$ cat src/rtl/return_stack_sequencer_pkg.sv
// Shared encodings for the control-transfer path: branch types and sequencer FSM states.
package return_stack_sequencer_pkg;

    typedef enum logic [1:0] {
        BR_UNCOND = 2'b00,
        BR_COND   = 2'b01,
        BR_SUB    = 2'b10,
        BR_RET    = 2'b11
    } br_type_e;

    typedef enum logic {
        ST_IDLE     = 1'b0,
        ST_REDIRECT = 1'b1
    } state_e;

endpackage

$ cat src/rtl/return_stack_sequencer_if.sv
// Decode/fetch-facing bundle of the return stack sequencer; the master side is decode plus fetch.
interface return_stack_sequencer_if #(
    parameter int DEPTH = 4,
    parameter int AW    = 8
);
    localparam int DW = $clog2(DEPTH) + 1;

    logic          br_valid;
    logic          br_ready;
    logic [1:0]    br_type;
    logic          brx;
    logic          zero;
    logic          negative;
    logic [AW-1:0] ea;
    logic [AW-1:0] pc_inc;
    logic          redirect_valid;
    logic [AW-1:0] redirect_pc;
    logic          fetch_ack;
    logic [DW-1:0] depth;
    logic          ovf;
    logic          unf;
    logic          err_clr;

    modport master (
        output br_valid, br_type, brx, zero, negative, ea, pc_inc, fetch_ack, err_clr,
        input  br_ready, redirect_valid, redirect_pc, depth, ovf, unf
    );

    modport slave (
        input  br_valid, br_type, brx, zero, negative, ea, pc_inc, fetch_ack, err_clr,
        output br_ready, redirect_valid, redirect_pc, depth, ovf, unf
    );

endinterface

$ cat src/rtl/return_stack_sequencer_ras_stack.sv
// Return-address LIFO indexed by occupancy; pushes while full and pops while empty are ignored.
module ras_stack #(
    parameter int DEPTH = 4,
    parameter int AW    = 8,
    localparam int IW   = $clog2(DEPTH),
    localparam int DW   = $clog2(DEPTH) + 1
) (
    input  logic          clock,
    input  logic          resetn,
    input  logic          push_i,
    input  logic          pop_i,
    input  logic [AW-1:0] data_i,
    output logic [AW-1:0] top_o,
    output logic [DW-1:0] depth_o,
    output logic          full_o,
    output logic          empty_o
);

    logic [AW-1:0] stack_q [DEPTH];
    logic [DW-1:0] depth_q;
    logic [DW-1:0] depth_d;
    logic [IW-1:0] wrIdx;
    logic [IW-1:0] rdIdx;

    // Low index bits wrap to 0 when full, so rdIdx still lands on the last entry.
    assign wrIdx   = depth_q[IW-1:0];
    assign rdIdx   = wrIdx - IW'(1);
    assign full_o  = (depth_q == DW'(DEPTH));
    assign empty_o = (depth_q == '0);
    assign top_o   = stack_q[rdIdx];
    assign depth_o = depth_q;

    always_comb begin
        depth_d = depth_q;
        if (push_i && !full_o) begin
            depth_d = depth_q + DW'(1);
        end else if (pop_i && !empty_o) begin
            depth_d = depth_q - DW'(1);
        end
    end

    always_ff @(posedge clock or negedge resetn) begin
        if (!resetn) begin
            depth_q <= '0;
            for (int i = 0; i < DEPTH; i++) begin
                stack_q[i] <= '0;
            end
        end else begin
            depth_q <= depth_d;
            if (push_i && !full_o) begin
                stack_q[wrIdx] <= data_i;
            end
        end
    end

endmodule

$ cat src/rtl/return_stack_sequencer.sv
// Resolves BR/BR.C/BR.SUB/RET into a registered PC redirect held until fetch acknowledges it.
module return_stack_sequencer
    import return_stack_sequencer_pkg::*;
#(
    parameter int DEPTH = 4,
    parameter int AW    = 8
) (
    input logic                    clock,
    input logic                    resetn,
    return_stack_sequencer_if.slave bus
);

    localparam int DW = $clog2(DEPTH) + 1;

    state_e        state_q;
    logic          redirect_valid_q;
    logic [AW-1:0] redirect_pc_q;
    logic          ovf_q;
    logic          unf_q;

    br_type_e      brType;
    logic          accept;
    logic          cond;
    logic          push;
    logic          pop;
    logic          stackFull;
    logic          stackEmpty;
    logic [AW-1:0] stackTop;
    logic [DW-1:0] stackDepth;

    assign brType = br_type_e'(bus.br_type);
    assign accept = bus.br_valid && bus.br_ready;
    assign cond   = bus.brx ? bus.zero : bus.negative;
    assign push   = accept && (brType == BR_SUB) && !stackFull;
    assign pop    = accept && (brType == BR_RET) && !stackEmpty;

    ras_stack #(
        .DEPTH (DEPTH),
        .AW    (AW)
    ) u_stack (
        .clock   (clock),
        .resetn  (resetn),
        .push_i  (push),
        .pop_i   (pop),
        .data_i  (bus.pc_inc),
        .top_o   (stackTop),
        .depth_o (stackDepth),
        .full_o  (stackFull),
        .empty_o (stackEmpty)
    );

    assign bus.br_ready       = resetn && (state_q == ST_IDLE);
    assign bus.redirect_valid = redirect_valid_q;
    assign bus.redirect_pc    = redirect_pc_q;
    assign bus.depth          = stackDepth;
    assign bus.ovf            = ovf_q;
    assign bus.unf            = unf_q;

    // err_clr is applied first so a fresh error in the same cycle overrides it.
    always_ff @(posedge clock or negedge resetn) begin
        if (!resetn) begin
            state_q          <= ST_IDLE;
            redirect_valid_q <= 1'b0;
            redirect_pc_q    <= '0;
            ovf_q            <= 1'b0;
            unf_q            <= 1'b0;
        end else begin
            if (bus.err_clr) begin
                ovf_q <= 1'b0;
                unf_q <= 1'b0;
            end
            case (state_q)
                ST_IDLE: begin
                    if (accept) begin
                        case (brType)
                            BR_UNCOND: begin
                                redirect_pc_q    <= bus.ea;
                                redirect_valid_q <= 1'b1;
                                state_q          <= ST_REDIRECT;
                            end
                            BR_COND: begin
                                if (cond) begin
                                    redirect_pc_q    <= bus.ea;
                                    redirect_valid_q <= 1'b1;
                                    state_q          <= ST_REDIRECT;
                                end
                            end
                            BR_SUB: begin
                                if (stackFull) begin
                                    ovf_q <= 1'b1;
                                end
                                redirect_pc_q    <= bus.ea;
                                redirect_valid_q <= 1'b1;
                                state_q          <= ST_REDIRECT;
                            end
                            BR_RET: begin
                                if (stackEmpty) begin
                                    unf_q         <= 1'b1;
                                    redirect_pc_q <= '0;
                                end else begin
                                    redirect_pc_q <= stackTop;
                                end
                                redirect_valid_q <= 1'b1;
                                state_q          <= ST_REDIRECT;
                            end
                            default: ;
                        endcase
                    end
                end
                ST_REDIRECT: begin
                    if (bus.fetch_ack) begin
                        redirect_valid_q <= 1'b0;
                        state_q          <= ST_IDLE;
                    end
                end
                default: state_q <= ST_IDLE;
            endcase
        end
    end

endmodule

$ cat src/flat_wrapper.sv
// flat-port wrapper written by rule: the top's interface ports become plain ports
module return_stack_sequencer_flat import return_stack_sequencer_pkg::*;
#(
    parameter int DEPTH = 4,
    parameter int AW    = 8
)
  (clock, resetn, bus_br_valid, bus_br_type, bus_brx, bus_zero, bus_negative, bus_ea, bus_pc_inc, bus_fetch_ack, bus_err_clr, bus_br_ready, bus_redirect_valid, bus_redirect_pc, bus_depth, bus_ovf, bus_unf);
  return_stack_sequencer_if #(.DEPTH(DEPTH), .AW(AW)) bus_i ();
  input logic clock;
  input logic resetn;
  input wire logic [$bits(bus_i.br_valid)-1:0] bus_br_valid;
  input wire logic [$bits(bus_i.br_type)-1:0] bus_br_type;
  input wire logic [$bits(bus_i.brx)-1:0] bus_brx;
  input wire logic [$bits(bus_i.zero)-1:0] bus_zero;
  input wire logic [$bits(bus_i.negative)-1:0] bus_negative;
  input wire logic [$bits(bus_i.ea)-1:0] bus_ea;
  input wire logic [$bits(bus_i.pc_inc)-1:0] bus_pc_inc;
  input wire logic [$bits(bus_i.fetch_ack)-1:0] bus_fetch_ack;
  input wire logic [$bits(bus_i.err_clr)-1:0] bus_err_clr;
  output wire logic [$bits(bus_i.br_ready)-1:0] bus_br_ready;
  output wire logic [$bits(bus_i.redirect_valid)-1:0] bus_redirect_valid;
  output wire logic [$bits(bus_i.redirect_pc)-1:0] bus_redirect_pc;
  output wire logic [$bits(bus_i.depth)-1:0] bus_depth;
  output wire logic [$bits(bus_i.ovf)-1:0] bus_ovf;
  output wire logic [$bits(bus_i.unf)-1:0] bus_unf;
  assign bus_i.br_valid = bus_br_valid;
  assign bus_i.br_type = bus_br_type;
  assign bus_i.brx = bus_brx;
  assign bus_i.zero = bus_zero;
  assign bus_i.negative = bus_negative;
  assign bus_i.ea = bus_ea;
  assign bus_i.pc_inc = bus_pc_inc;
  assign bus_i.fetch_ack = bus_fetch_ack;
  assign bus_i.err_clr = bus_err_clr;
  assign bus_br_ready = bus_i.br_ready;
  assign bus_redirect_valid = bus_i.redirect_valid;
  assign bus_redirect_pc = bus_i.redirect_pc;
  assign bus_depth = bus_i.depth;
  assign bus_ovf = bus_i.ovf;
  assign bus_unf = bus_i.unf;
  return_stack_sequencer #(.DEPTH(DEPTH), .AW(AW)) u_core (.clock(clock), .resetn(resetn), .bus(bus_i));
endmodule
$ cat config.mk
export PLATFORM = sky130hd
export DESIGN_NAME = return_stack_sequencer_flat
export DESIGN_NICKNAME = d
export VERILOG_FILES = /design/src/rtl/return_stack_sequencer_pkg.sv /design/src/rtl/return_stack_sequencer_if.sv /design/src/rtl/return_stack_sequencer_ras_stack.sv /design/src/rtl/return_stack_sequencer.sv /design/src/flat_wrapper.sv
export SDC_FILE = /design/constraint.sdc
export NUM_CORES = 1
export LEC_CHECK = 0
export ABC_AREA = 1
export CORE_AREA = 3 3 76 85
export DETAILED_ROUTE_END_ITERATION = 10
export DIE_AREA = 0 0 79 88
export GPL_TIMING_DRIVEN = 0
export PLACE_DENSITY_LB_ADDON = 0.3
export SYNTH_ARGS = -nofsm -noshare
export SYNTH_HDL_FRONTEND = slang
export SYNTH_SLANG_ARGS = --single-unit
export TNS_END_PERCENT = 10
$ cat constraint.sdc
create_clock -name clock -period 6.55 [get_ports clock]
set_input_delay 1.965 -clock clock [delete_from_list [all_inputs] [get_ports clock]]
set_output_delay 1.965 -clock clock [all_outputs]
set_load 0.005 [all_outputs]
---- Word-level counts from Yosys, hierarchy flattened ----
Index checks and enable logic that the tools add are counted.
cells by class
  add/subtract/negate cells ............... 3
  order comparisons ....................... 3
  eq/ne operators ......................... 8
  mux-type cells .......................... 32
  bitwise operators ....................... 3
  reduce and logical (&&, ||, !) cells .... 18
operator list
  operator             count
  $mux 8               5
  $bwmux 32            1
  $pmux 8 s3           1
  $mux 1               17
  $bmux 8 s2           1
  $demux 8 s2          1
  $logic_and 1x1->1    9
  $pmux 1 s2           4
  $ge 3x3->1 const B   2
  $mux 3               2
  $not 2->3            2
  $reduce_and 3->1     2
  $eq 2x2->1 const B   2
  $ne 2x1->1 const B   2
  $add 3x1->3 const B  1
  $eq 3x3->1 const B   1
  $logic_not 3->1      1
  $lt 3x1->1 const B   1
  $ne 3x2->1 const B   1
  $reduce_or 3->1      1
  $sub 3x1->3 const B  1
  $eq 2x1->1 const B   1
  $logic_not 1->1      2
  $logic_not 2->1      1
  5 further kinds      5
word-level totals
  register bits after elaboration ......... 47
  input bits .............................. 26
  output and inout port bits .............. 15
  word-level logic and storage cells ...... 77

---- Depth between registers and ports, before layout ----
Gate-level depths: netlist of the first run.
  depth after elaboration ................. 8
  depth in mapped cells ................... 12
  gate-level depth less buffers ........... 10

---- Cells and area by module ----
A second synthesis of the first run with hierarchy kept.
second synthesis, totals
  cell total of the unflattened synthesis .. 293
  area total of the unflattened synthesis .. 2377.3 um^2
modules (own cells, without submodules)
  module                  instances  cells an instance  area an instance (um^2)  seq. area each (um^2)
  ras_stack               1          186                1671.6                   875.8
  return_stack_sequencer  1          107                705.7                    300.3

---- Least setup slack after synthesis of the first run ----
No wires, ideal clock.
  path kind ............................... input-to-output
  from .................................... input port resetn
  to ...................................... output port bus_br_ready
  arrival ................................. 2052 ps
  required time ........................... 4585 ps
  slack ................................... 2533 ps
  cell stages on the path ................. 2
  buffers on the path ..................... 0
  cells stage by stage .................... nand2_1 > inv_1
on the way
  longest elaborated chain between the ends .. 1
ends and longest elaborated chain
  element            RTL line                      RTL
  start, declared    flat_wrapper.sv:10            input logic resetn;
  $logic_and 1x1->1  return_stack_sequencer.sv:52  assign bus.br_ready = resetn && (state_q == ST_IDLE);
  end, declared      flat_wrapper.sv:20            output wire logic [$bits(bus_i.br_ready)-1:0] bus_br_ready;
Every way passes these cells.

---- Worst setup path after layout of the first run ----
Ends and elaborated chain as after synthesis.

==> results of run 1 <==
==> flip-flops by register name (all words and copies together), names as in the netlist <==
register	flops
u_core.bus.redirect_valid	1
u_core.u_stack.depth_o	3
u_core.u_stack.stack_q	32
u_core.bus.ovf	1
u_core.state_q	1
u_core.bus.redirect_pc	8
u_core.bus.unf	1
==> per-stage QoR <==
step	total power [W]	setup slack (ps)	instance area [um^2]	setup TNS [ps]	utilization (%)
after floorplan	0.000794	2530	2520	0	-
after global placement	0.000949	-217	3020	-217	52.6
after detailed placement	0.000966	1300	3030	0	52.9
after CTS	0.00115	1300	3120	0	54.4
after global routing	0.00124	1200	3120	0	54.4
final	0.00113	1370	3120	0	54.4
==> routing by layer <==
layer / global-route usage, % / up-vias / routed length, um
met5: 0 / - / 0
met4: 5.63 / 0 / 80
met3: 4.42 / 6 / 320
met2: 30.7 / 51 / 2540
met1: 20.6 / 906 / 2500
li1: - / 1084 / -
==> power groups by stage <==
stage / clock (W) / combinational (W) / sequential (W)
5_1_grt: 0.000192 / 0.000570 / 0.000479
4_1_cts: 0.000184 / 0.000501 / 0.000464
6_report: 0.000176 / 0.000493 / 0.000463
3_5_place_dp: 0 / 0.000497 / 0.000469
3_3_place_gp: 0 / 0.000484 / 0.000465
2_1_floorplan: 0 / 0.000337 / 0.000457
==> cell usage after synthesis, drive strengths merged <==
master  instances  share of area (%)
nand2         103                 16
inv            61                9.1
dfrtp          47                 47
o21ai          34                7.9
nand3          25                7.2
nor2           19                3.8
a21oi          16                3.2
buf             8                2.8
ha              4                2.0
o31ai           2               0.60
clkbuf          1               0.15
fa              1               0.79
==> cell families (layout without fill, tap and decap cells) <==
group                      count (synthesis)  after routing  share of synthesized area, %
AOI/OAI and AO/OA                         52             52                          11.7
adders and majority gates                  5              5                          2.78
buffers and inverters                     70            118                          12.0
DFF                                       47             47                          46.7
and+or+nand+nor                          147            147                          26.8
==> final cells by class <==
class	instances	area [um^2]
Buffer	9	73.8
Clock inverter	1	5.00
Clock buffer	6	82.6
Multi-Input combinational cell	204	1040
Inverter	61	229
Timing Repair Buffer	41	415
Fill cell	575	2620
Sequential cell	47	1180
Tap cell	77	96.3
==> placed cells by master, fill, tap and decap left out, types with 6 or more instances in the layout <==
master           instances
clkdlybuf4s50_1         39
nand2_1                100
nand3_1                 20
nor2_1                  17
o21ai_0                 10
dfrtp_1                 47
o21ai_1                 16
inv_1                   59
clkbuf_8                 6
o21ai_2                  8
a21oi_1                 16
==> worst min-delay path by stage <==
stage	from	end	cells past startpoint
after CTS	u_core.u_stack.stack_q[2]$_DFFE_PN0P_	u_core.u_stack.stack_q[2]$_DFFE_PN0P_	2
after global routing	u_core.u_stack.stack_q[26]$_DFFE_PN0P_	u_core.u_stack.stack_q[26]$_DFFE_PN0P_	2
after detailed placement	u_core.u_stack.stack_q[2]$_DFFE_PN0P_	u_core.u_stack.stack_q[2]$_DFFE_PN0P_	2
after floorplan	u_core.u_stack.stack_q[24]$_DFFE_PN0P_	u_core.u_stack.stack_q[24]$_DFFE_PN0P_	2
after global placement	u_core.u_stack.stack_q[15]$_DFFE_PN0P_	u_core.u_stack.stack_q[15]$_DFFE_PN0P_	2
final	u_core.bus.redirect_valid$_DFFE_PN0P_	u_core.bus.redirect_valid$_DFFE_PN0P_	2
==> critical path: cells and delay by family <==
family / cells / cell delay (ps)
buffers and inverters: 4 / 1170
AND/OR/NAND/NOR: 1 / 70
==> impl_metrics.py, run 1 <==
metrics = {
    "sta": {
        "fmax_mhz": 193,
        "rsz0062_at_grt": "no",
        "hold_viol": 0,
        "hold_slack_ps": 487,
        "slew-limit-headroom_pct": 69.6,
        "slew_violations": 0,
        "tightest_slew_ps": 456,
        "clock-skew-final_ps": 4.23,
        "post-route-period-util_pct": 79.2,
        "period_minus_slack_ps": 5180,
        "setup_viol": 0,
    },
    "floorplan": {
        "die-area_um2": 6950,
        "core-area_um2": 5730,
        "rows": 29,
        "io_pins": 41,
        "die_h_um": 88,
        "initial_core_util_pct": 43.9,
        "die_x_um": 79,
    },
    "routing": {
        "drt_iter0_markers": 77,
        "drc": 0,
        "drt-wirelength-per-cell_um": 12.2,
        "wl_um": 5440,
        "viasPerCell": 4.59,
        "ant_nets": 0,
        "num_vias": 2047,
        "drtPass1Iterations": 4,
    },
    "setup_path": {
        "rr_worst_depth": 11,
        "regToRegSetupSlack_ps": 3990,
        "cp_slowest_cell": "clkdlybuf4s50_1",
        "path_cells": "buf_2, buf_12, nand2_1, inv_1, clkdlybuf4s50_1",
        "setup.worst_path.class": "in2out",
        "cp.required_ps": 4590,
        "worstSetupEndpointType": "output port",
        "setup.worst_path.end": "bus_br_ready",
        "worstSetupStartpointType": "input port",
        "rr_endpoint": "u_core.u_stack.depth_o[2]$_DFFE_PN0P_",
        "cp.arrival_ps": 3220,
        "critPathMaxStageDelay_ps": 480,
        "critPathMaxFanout": 30,
        "crit_path_start": "resetn",
        "reg2reg_from": "u_core.u_stack.depth_o[0]$_DFFE_PN0P_",
    },
    "clocking": {
        "clk_path_buf_depth": 2,
        "post-cts-setup-buffers": 0,
        "htree_levels": 2,
        "cts_made_buffers": 5,
        "cts_tree": "done",
        "post_cts_resized": 0,
        "cts.sinks": 47,
        "clockRootBuffer": "clkbuf_8",
        "cts_hold_buf": 0,
        "clk_latency_ps": 300,
        "path_clk_slew_ps": 80,
    },
    "cells_and_area": {
        "final_nets": 400,
        "syn_to_final_growth_pct": 23.8,
        "layout-drive-gt1-share_pct": 10.0,
        "n_antenna_cell": 0,
        "final_cells": 446,
    },
    "synthesis": {
        "yosysSeqAreaShare_pct": 46.7,
        "netlist_area_um2": 2520,
        "ys_seq_elements": 47,
        "synth.distinct_cells": 23,
        "ys_warn_count": 0,
        "mappedNetlistNets": 352,
        "syn_inst": 321,
        "synth_area_per_cell_um2": 7.85,
    },
    "global_route": {
        "grt.overflow.total": 0,
        "grt_use_total_pct": 17.3,
        "grt_pass1_wl_um": 9490,
        "grt_pass1_vias": 2100,
        "antenna_found_initial": 0,
        "grt_max_degree": 31,
    },
    "placed_design": {
        "place_inst": 439,
        "place.gp.congestion": 0.758,
        "dp_hpwl_um": 4180,
        "port_buffers": 40,
    },
    "pwr": {
        "power_leakage_nw": 1.58,
        "internal-power_w": 0.000690,
        "power_density_nw_per_um2": 363,
        "pwr-share-seq_pct": 40.9,
        "netSwitchingPower_w": 0.000443,
        "swShare_pct": 39.1,
        "ir_drop_mv": 0.152,
        "clkPwrFrac_pct": 15.6,
        "combPwrFrac_pct": 43.5,
    },
    "run": {
        "cap_violations": 0,
    },
    "min_path": {
        "hold_path.class": "reg2reg",
    },
    "run_status": {
        "status": "finished clean",
    },
}
Power figures use the tool's default switching activity.
==> run 2: changes to the inputs <==
==> constraint.sdc (replaced) <==
create_clock -name clock -period 4.2 [get_ports clock]
set_input_delay 1.26 -clock clock [delete_from_list [all_inputs] [get_ports clock]]
set_output_delay 1.26 -clock clock [all_outputs]
set_load 0.005 [all_outputs]
==> results of run 2 <==
Same layout as run 1 (identical final DEF). Status: finished clean.
Main changes from that run: setup slack after placement 1300 ps -> 359 ps; setup slack after layout 1370 ps -> 425 ps; register-to-register setup slack 3990 ps -> 1640 ps; total power 0.00113 W -> 0.00177 W; worst IR drop on VDD 0.152 mV -> 0.237 mV
